==> config.mk <==
export PLATFORM = sky130hd
export DESIGN_NAME = guess_scorer
export DESIGN_NICKNAME = d
export VERILOG_FILES = /design/src/rtl/mastermind_pkg.sv /design/src/rtl/partial_match_finder.sv /design/src/rtl/guess_scorer.sv
export SDC_FILE = /design/constraint.sdc
export NUM_CORES = 1
export LEC_CHECK = 0
export ABC_AREA = 1
export BUFFER_PORTS_ARGS = -buffer_cell sky130_fd_sc_hd__buf_2
export CORE_MARGIN = 2
export CORE_UTILIZATION = 52
export DETAILED_ROUTE_END_ITERATION = 10
export GPL_TIMING_DRIVEN = 0
export PLACE_DENSITY = 0.78
export SKIP_CTS_REPAIR_TIMING = 1
export SLEW_MARGIN = 20
export SYNTH_ARGS = -nofsm -noshare
export SYNTH_HDL_FRONTEND = slang
export SYNTH_SLANG_ARGS = --single-unit
==> constraint.sdc <==
create_clock -name clk -period 2.46 [get_ports clk]
set_clock_uncertainty 0.2 [all_clocks]
set_input_delay 0.246 -clock clk [delete_from_list [all_inputs] [get_ports clk]]
set_output_delay 0.246 -clock clk [all_outputs]
set_load 0.01 [all_outputs]
==> src/rtl/mastermind_pkg.sv <==
// Shared types and sizing for the Mastermind guess scoring engine.
package mastermind_pkg;

  localparam int unsigned NUM_DIGITS  = 4;
  localparam int unsigned DIGIT_W     = 2;
  localparam int unsigned MAX_GUESSES = 10;
  localparam int unsigned COUNT_MAX   = 99;

  localparam int unsigned CODE_W  = NUM_DIGITS * DIGIT_W;
  localparam int unsigned COUNT_W = 7;
  localparam int unsigned ACC_W   = 3;
  localparam int unsigned IDX_W   = 2;

  typedef logic [DIGIT_W-1:0]         digit_t;
  typedef digit_t [NUM_DIGITS-1:0]    code_t;
  typedef logic [NUM_DIGITS-1:0]      mark_t;

  typedef enum logic [2:0] {
    IDLE,
    EXACT,
    PARTIAL,
    DONE,
    OVER
  } scorer_state_t;

endpackage

==> src/rtl/partial_match_finder.sv <==
// Finds the highest-index unmarked code digit equal to the target digit.
module partial_match_finder
  import mastermind_pkg::*;
(
  input  digit_t           i_target,
  input  code_t            i_code,
  input  mark_t            i_cmark,
  output logic             o_hit_c,
  output logic [IDX_W-1:0] o_idx_c
);

  // Ascending scan so the last (highest) eligible index wins.
  always_comb begin
    o_hit_c = 1'b0;
    o_idx_c = '0;
    for (int j = 0; j < int'(NUM_DIGITS); j++) begin
      if (!i_cmark[j] && (i_code[j] == i_target)) begin
        o_hit_c = 1'b1;
        o_idx_c = IDX_W'(j);
      end
    end
  end

endmodule

==> src/rtl/guess_scorer.sv <==
// Multi-cycle Mastermind scorer: exact pass, four partial-match passes, then
// registered results, guess counting and sticky win/loss for the display.
module guess_scorer
  import mastermind_pkg::*;
(
  input  logic                 clk,
  input  logic                 reset,
  input  logic                 enter,
  input  logic [CODE_W-1:0]    guess,
  input  logic [CODE_W-1:0]    code,
  input  logic                 real_game,
  output logic                 busy,
  output logic                 score_valid,
  output logic [ACC_W-1:0]     correct_loc,
  output logic [ACC_W-1:0]     value_only,
  output logic [COUNT_W-1:0]   guess_count,
  output logic                 won,
  output logic                 lost
);

  scorer_state_t       r_state;
  scorer_state_t       w_state_nxt;

  logic                r_enter_q;
  code_t               r_g;
  code_t               r_c;
  mark_t               r_gmark;
  mark_t               r_cmark;
  logic [IDX_W-1:0]    r_idx;
  logic [ACC_W-1:0]    r_cl_acc;
  logic [ACC_W-1:0]    r_vo_acc;

  logic                r_busy;
  logic                r_score_valid;
  logic [ACC_W-1:0]    r_correct_loc;
  logic [ACC_W-1:0]    r_value_only;
  logic [COUNT_W-1:0]  r_guess_count;
  logic                r_won;
  logic                r_lost;

  logic                w_submit;
  logic                w_load;
  logic                w_exact;
  logic                w_partial;
  logic                w_finish;
  logic                w_release;

  mark_t               w_exact_vec;
  logic [ACC_W-1:0]    w_exact_cnt;
  logic                w_find_hit;
  logic [IDX_W-1:0]    w_find_idx;
  logic                w_partial_hit;
  logic [ACC_W-1:0]    w_vo_final;
  logic [COUNT_W-1:0]  w_cnt_next;
  logic                w_win;
  logic                w_lose;

  assign w_submit = enter & ~r_enter_q;

  // Previous key level; reset high so a key held through reset is ignored.
  always_ff @(posedge clk or negedge reset) begin
    if (!reset) r_enter_q <= 1'b1;
    else        r_enter_q <= enter;
  end

  // State register.
  always_ff @(posedge clk or negedge reset) begin
    if (!reset) r_state <= IDLE;
    else        r_state <= w_state_nxt;
  end

  // Next-state and per-phase strobes; results are loaded on the edge into DONE.
  always_comb begin
    w_state_nxt = r_state;
    w_load      = 1'b0;
    w_exact     = 1'b0;
    w_partial   = 1'b0;
    w_finish    = 1'b0;
    w_release   = 1'b0;
    case (r_state)
      IDLE: begin
        if (w_submit) begin
          w_load      = 1'b1;
          w_state_nxt = EXACT;
        end
      end
      EXACT: begin
        w_exact     = 1'b1;
        w_state_nxt = PARTIAL;
      end
      PARTIAL: begin
        w_partial = 1'b1;
        if (r_idx == '0) begin
          w_finish    = 1'b1;
          w_state_nxt = DONE;
        end
      end
      DONE: begin
        w_release   = 1'b1;
        w_state_nxt = (r_won || r_lost) ? OVER : IDLE;
      end
      OVER: begin
        w_state_nxt = OVER;
      end
      default: begin
        w_state_nxt = IDLE;
      end
    endcase
  end

  // Exact-position match vector and its population count.
  always_comb begin
    w_exact_vec = '0;
    w_exact_cnt = '0;
    for (int i = 0; i < int'(NUM_DIGITS); i++) begin
      w_exact_vec[i] = (r_g[i] == r_c[i]);
      w_exact_cnt    = w_exact_cnt + ACC_W'(w_exact_vec[i]);
    end
  end

  partial_match_finder u_finder (
    .i_target (r_g[r_idx]),
    .i_code   (r_c),
    .i_cmark  (r_cmark),
    .o_hit_c  (w_find_hit),
    .o_idx_c  (w_find_idx)
  );

  assign w_partial_hit = w_find_hit & ~r_gmark[r_idx];
  assign w_vo_final    = r_vo_acc + ACC_W'(w_partial_hit);
  assign w_cnt_next    = (r_guess_count >= COUNT_W'(COUNT_MAX)) ?
                         COUNT_W'(COUNT_MAX) : (r_guess_count + COUNT_W'(1));
  assign w_win         = (r_cl_acc == ACC_W'(NUM_DIGITS));
  assign w_lose        = ~w_win & real_game &
                         (w_cnt_next >= COUNT_W'(MAX_GUESSES));

  // Scoring datapath: operand latch, marks, digit index and accumulators.
  always_ff @(posedge clk or negedge reset) begin
    if (!reset) begin
      r_g      <= '0;
      r_c      <= '0;
      r_gmark  <= '0;
      r_cmark  <= '0;
      r_idx    <= '0;
      r_cl_acc <= '0;
      r_vo_acc <= '0;
    end else if (w_load) begin
      r_g      <= code_t'(guess);
      r_c      <= code_t'(code);
      r_gmark  <= '0;
      r_cmark  <= '0;
      r_idx    <= '0;
      r_cl_acc <= '0;
      r_vo_acc <= '0;
    end else if (w_exact) begin
      r_gmark  <= w_exact_vec;
      r_cmark  <= w_exact_vec;
      r_cl_acc <= w_exact_cnt;
      r_idx    <= IDX_W'(NUM_DIGITS - 1);
    end else if (w_partial) begin
      if (w_partial_hit) r_cmark[w_find_idx] <= 1'b1;
      r_vo_acc <= w_vo_final;
      r_idx    <= r_idx - IDX_W'(1);
    end
  end

  // Registered results, guess count and sticky game outcome.
  always_ff @(posedge clk or negedge reset) begin
    if (!reset) begin
      r_busy        <= 1'b0;
      r_score_valid <= 1'b0;
      r_correct_loc <= '0;
      r_value_only  <= '0;
      r_guess_count <= '0;
      r_won         <= 1'b0;
      r_lost        <= 1'b0;
    end else begin
      r_score_valid <= w_finish;
      if (w_load)         r_busy <= 1'b1;
      else if (w_release) r_busy <= 1'b0;
      if (w_finish) begin
        r_correct_loc <= r_cl_acc;
        r_value_only  <= w_vo_final;
        r_guess_count <= w_cnt_next;
        r_won         <= r_won | w_win;
        r_lost        <= r_lost | w_lose;
      end
    end
  end

  assign busy        = r_busy;
  assign score_valid = r_score_valid;
  assign correct_loc = r_correct_loc;
  assign value_only  = r_value_only;
  assign guess_count = r_guess_count;
  assign won         = r_won;
  assign lost        = r_lost;

endmodule

# After elaboration in Yosys (flattened, before gate mapping)
# Index checks and enable logic that the tools add are counted.
op_classes:
  reduce_logical: 20
  n_lt_le_gt_ge: 5
  n_addsub: 6
  n_eq_ne: 16
  bitwise: 10
  mux: 41
op_table:
  columns: ["operator", "n"]
  rows:
  - ["two-way mux 3 bit", 8]
  - ["two-way mux 4 bit", 6]
  - ["== test 2 bit", 8]
  - ["two-way mux 1 bit", 16]
  - ["case mux 3 bit (5 select lines)", 1]
  - ["two-way mux 2 bit", 6]
  - ["adder 7 x 1 -> 7 bit, second input constant", 1]
  - ["greater-or-equal comparator 7 x 4 -> 1 bit, second input constant", 1]
  - ["greater-or-equal comparator 7 bit, second input constant", 1]
  - ["two-way mux 7 bit", 1]
  - ["adder 3 x 1 -> 3 bit", 2]
  - ["== test 3 x 2 -> 1 bit, second input constant", 2]
  - ["== test 3 bit, second input constant", 2]
  - ["< comparator 2 x 3 -> 1 bit, second input constant", 2]
  - ["inequality test 2 bit, second input constant", 3]
  - ["AND reduction 2 bit", 3]
  - ["nonzero test 2 bit", 3]
  - ["nonzero test 3 bit", 2]
  - ["logical AND 1 bit", 5]
  - ["bitwise AND 1 bit", 4]
  - ["binary-select mux 2 bit (select 2 bit)", 1]
  - ["zero test 1 bit", 4]
  - ["OR 4 bit", 1]
  - ["adder 2 x 1 -> 3 bit", 1]
  - ["11 further kinds", 14]
word_totals:
  output_inout_bits: 17
  input_bits: 20
  regBits: 53

# Depth between registers and ports, before layout
depth:
  depth_word: 16
  depth_mapped: 17
  mapped_depth_nobuf: 16

# Hierarchy
# From an unflattened synthesis, not the netlist that was laid out.
unflattened:
  hier_cells: 351
  area_unflattened_um2: 2748.9
modules_own_cells:
  columns: ["mod", "cells_each", "area_per_inst_um2", "instances", "seq_area_each_um2"]
  rows:
  - ["guess_scorer", 306, 2563.7, 1, 1327.5]
  - ["partial_match_finder", 45, 185.2, 1, 0.0]

# Worst setup path after synthesis
# No wires, ideal clock.
synth_timing:
  path_kind: "register -> register"
  start: "register r_idx[0]"
  end: "register r_vo_acc[2]"
  path_slack_ns: 0.134
  arrival_ns: 2.005
  path_stages_with_launch: 16
  setup_ns: 0.121
  cell_sequence: "dfrtp_1 -> buf_6 -> nand2_1 -> nand3_2 -> nand2_2 -> nand2_1 -> nand2_1 -> nor2_2 -> nand2_2 -> nand2_2 -> o21ai_4 -> inv_1 -> ha_1 -> ha_1 -> xor2_1 -> a22o_1"
synth_between:
  elab_chain_len: 13
synth_lines:
  columns: ["item", "line", "text"]
  rows:
  - ["from (decl)", "guess_scorer.sv:29", "logic [IDX_W-1:0] r_idx;"]
  - ["from (signal assigned)", "guess_scorer.sv:159", "r_idx <= IDX_W'(NUM_DIGITS - 1);"]
  - ["from (signal assigned)", "guess_scorer.sv:163", "r_idx <= r_idx - IDX_W'(1);"]
  - ["binary-select mux 2 bit (select 2 bit)", "guess_scorer.sv:122", ".i_target (r_g[r_idx]),"]
  - ["two-way mux 2 bit (implied by the code)", "guess_scorer.sv:122", null]
  - ["== test 2 bit", "partial_match_finder.sv:17", "if (!i_cmark[j] && (i_code[j] == i_target)) begin"]
  - ["logical AND 1 bit", "partial_match_finder.sv:17", null]
  - ["two-way mux 1 bit (4 in a row)", "partial_match_finder.sv:17", null]
  - ["bitwise AND 1 bit (*)", "guess_scorer.sv:129", "assign w_partial_hit = w_find_hit & ~r_gmark[r_idx];"]
  - ["adder 3 x 1 -> 3 bit (*)", "guess_scorer.sv:130", "assign w_vo_final = r_vo_acc + ACC_W'(w_partial_hit);"]
  - ["two-way mux 3 bit (*)", "guess_scorer.sv:160", "end else if (w_partial) begin"]
  - ["two-way mux 3 bit (*)", "guess_scorer.sv:155", "end else if (w_exact) begin"]
  - ["two-way mux 3 bit (*)", "guess_scorer.sv:147", "end else if (w_load) begin"]
  - ["to (signal assigned)", "guess_scorer.sv:162", "r_vo_acc <= w_vo_final;"]
  - ["to (decl)", "guess_scorer.sv:31", "logic [ACC_W-1:0] r_vo_acc;"]
# Every way passes the cells marked *; elsewhere a longest branch is shown, timed or not. The select of a mux whose other input is x is not followed.
# A chain may end at the register's enable or synchronous reset.

# Worst setup path in the final report
# Ends and elaborated chain as after synthesis.

==> flow_summary.json <==
{
  "cts.sinks": 53,
  "start_util_pct": 52.9,
  "p_per_area_nw_per_um2": 1380,
  "leakage_nw": 1.83,
  "setup_viol": 0,
  "vias": 2412,
  "synth_edf_count": 0,
  "gp_congestion": 0.911,
  "hp-class": "in -> reg",
  "final_util_pct": 65.2,
  "clk_path_buf_depth": 2,
  "ys_seq_elements": 53,
  "drtAntennaViolNets": 0,
  "relSlewSlack_pct": 54.8,
  "grt_max_degree": 54,
  "async_reset_ff_share_pct": 100,
  "finalCritPeriodShare_pct": 99.1,
  "h-tree-depth": 2,
  "cp-startpoint": "r_idx[0]",
  "cts_buffers": 5,
  "rr_worst_depth": 16,
  "holdPathStages": 3,
  "syn_avg_cell_area_um2": 8.29,
  "slew_viol_final": 0,
  "min-delay-start": "real_game",
  "start_kind": "flip-flop",
  "cpPeakStageDelay_ns": 0.35,
  "crit_slowest_cell": "dfrtp_1",
  "antenna_cells": 0,
  "die_w_um": 78.2,
  "dr.pass1.iters": 4,
  "crit_family": "simple AND/OR/NAND/NOR gates",
  "die-area_um2": 6110,
  "dieHeight_um": 78.2,
  "crit_arrival_ns": 2.44,
  "core_area_um2": 5410,
  "synth_top_cells_by_area": "dfrtp_1 (45%), nand2_1 (15%), o21ai_0 (4.7%), inv_1 (4.6%), nand3_1 (3.3%)",
  "finalInstanceArea_um2": 3530,
  "finalWirelength_mm": 6.11,
  "grt_remaining_overflow": 0,
  "hold_violations": 0,
  "tightest_slew_ns": 0.673,
  "maxCapViolCount": 0,
  "fp-row-count": 27,
  "end_kind": "flip-flop",
  "clk_latency_ns": 0.31,
  "drive_above_1_share_pct": 24.2,
  "status": "complete, no violations",
  "fmax_ghz": 0.410,
  "routedWlPerCell_um": 12.7,
  "rrSetupSlack_ns": 0.02,
  "yosysSeqAreaShare_pct": 46.4,
  "synthesis.area_um2": 2860,
  "period_minus_slack_ns": 2.44,
  "dpl_cell_area_um2": 3130,
  "ir_drop_uv": 718,
  "postSynthCellCount": 345,
  "antenna_found_initial": 0,
  "synth_ff_type": "dfrtp_1",
  "r2r_start": "r_idx[0]",
  "worst_ep_required_time_ns": 2.46,
  "area_growth_pct": 23.2,
  "crit_type": "reg -> reg",
  "io_buffers": 36,
  "cp_num_buf_inv": 3,
  "num_io_pins": 37,
  "synthDistinctLibCells": 42,
  "grt_pass1_wl_mm": 10.0,
  "vias_per_cell": 5.01,
  "root_buffer": "clkbuf_8",
  "cp.depth": 16,
  "synth_top_cell_by_area": "dfrtp_1",
  "cts_tree": "yes",
  "nets": 435,
  "yosysTopAreaCellShare_pct": 45.5,
  "grt_pass1_vias": 2322,
  "crit_chain": "buf_6 -> clkinv_8 -> nand2_8 -> nand3_4 -> nand2_4 -> nand2_1 -> nand2_1 -> nor2_2 -> nand2_2 -> nand2_2 -> o21ai_4 -> inv_2 -> ha_4 -> ha_4 -> xor2_2 -> a22o_1",
  "rsz0062_at_grt": "yes",
  "drc_errors": 0,
  "p_total_mw": 4.88,
  "cp_max_fo": 8,
  "dr.first_iter.drc_count": 96,
  "yosys_warnings": 0,
  "place_hpwl_mm": 4.35,
  "synthesis.nets": 372,
  "path_clk_slew_ns": 0.10,
  "grt_use_total_pct": 20.7
}
cell type report:
class                           instances  area [um2]
Buffer                                  7        37.5
Clock buffer                            5        68.8
Clock inverter                          3        22.5
Fill cell                             491        1880
Inverter                               43         190
Multi-Input combinational cell        242        1400
Sequential cell                        53        1330
Tap cell                               72        90.1
Timing Repair Buffer                   56         390
synthesized netlist by cell type (2+ instances only):
cell type,count
or2_2,2
xor2_1,3
o31ai_1,2
ha_1,6
o21ai_0,27
nor3_1,2
buf_2,3
nand2_1,117
a21oi_1,4
xnor2_1,5
nor2_1,14
nand3_2,3
o21bai_1,2
nand3_4,2
nor2_2,2
nand2_2,11
dfrtp_1,52
inv_2,6
clkbuf_1,3
inv_1,35
nand3_1,19
nand2_4,3
o21ai_1,3
cell families after synthesis:
kind of cell | Yosys count | synth area share, %
DFF | 53 | 46.4
adders and majority gates | 7 | 3.32
xor gates and xnor gates | 8 | 2.45
AOI/OAI and AO/OA | 46 | 10.0
buffers and inverters | 50 | 7.70
and+or+nand+nor | 181 | 30.1
tightest hold or removal path, delay by kind of cell:
family | cells | cell delay [ns]
compound gates | 1 | 0.06
buf+inv | 1 | 0.10
simple gates | 1 | 0.07
per-layer routing:
metal,share of wire (%),global-route usage (%),wire (um)
met3,4.0,4.02,246
met4,2.2,9.12,133
met5,0,0,0
met2,53,36.6,3260
met1,40,24.3,2470
placed cells by master, fill, tap and decap left out, types with 5 or more instances in the layout:
| cell type | count |
|---|---|
| inv_2 | 6 |
| inv_1 | 34 |
| o21ai_0 | 25 |
| nand3_4 | 5 |
| nand2_1 | 112 |
| o21ai_1 | 5 |
| buf_2 | 38 |
| dlygate4sd3_1 | 18 |
| dfrtp_1 | 51 |
| xnor2_1 | 5 |
| nor2_1 | 13 |
| nand3_1 | 19 |
| clkbuf_8 | 5 |
| nand2_2 | 15 |
registers in the layout, summed over array words and instances (netlist names), 2 cells and up:
register and count:
correct_loc 3, guess_count 7, r_c 8, r_cl_acc 3, r_cmark 4, r_g 8, r_gmark 4, r_idx 2
r_state 3, r_vo_acc 3, value_only 3
report_power, final:
part	total [mW]	internal [mW]	leakage (nW)	switching [mW]
clock	0.496	0.202	0.0481	0.293
combinational	2.84	1.14	1.10	1.70
sequential	1.54	1.23	0.676	0.315
final timing paths:
check,end
min reg2reg,r_gmark[2]
max,r_vo_acc[2]
min,lost
max in group asynchronous,r_idx[1]
max reg2reg,r_vo_acc[2]
min in group asynchronous,guess_count[0]
through the flow:
| stage | setup TNS, ns | hold slack (ns) | setup WS, ns | std cells |
|---|---|---|---|---|
| floorplan | 0 | -0.250 | 0.134 | 345 |
| global placement | -0.0326 | 0.164 | -0.0326 | 453 |
| detailed placement | -0.0864 | 0.119 | -0.0864 | 453 |
| CTS | -0.100 | -0.224 | -0.100 | 461 |
| global route | -0.0691 | 0.0125 | -0.0691 | 481 |
| finish | 0 | 0.000983 | 0.0227 | 481 |
Note: power is estimated with default switching activity, not from simulation.
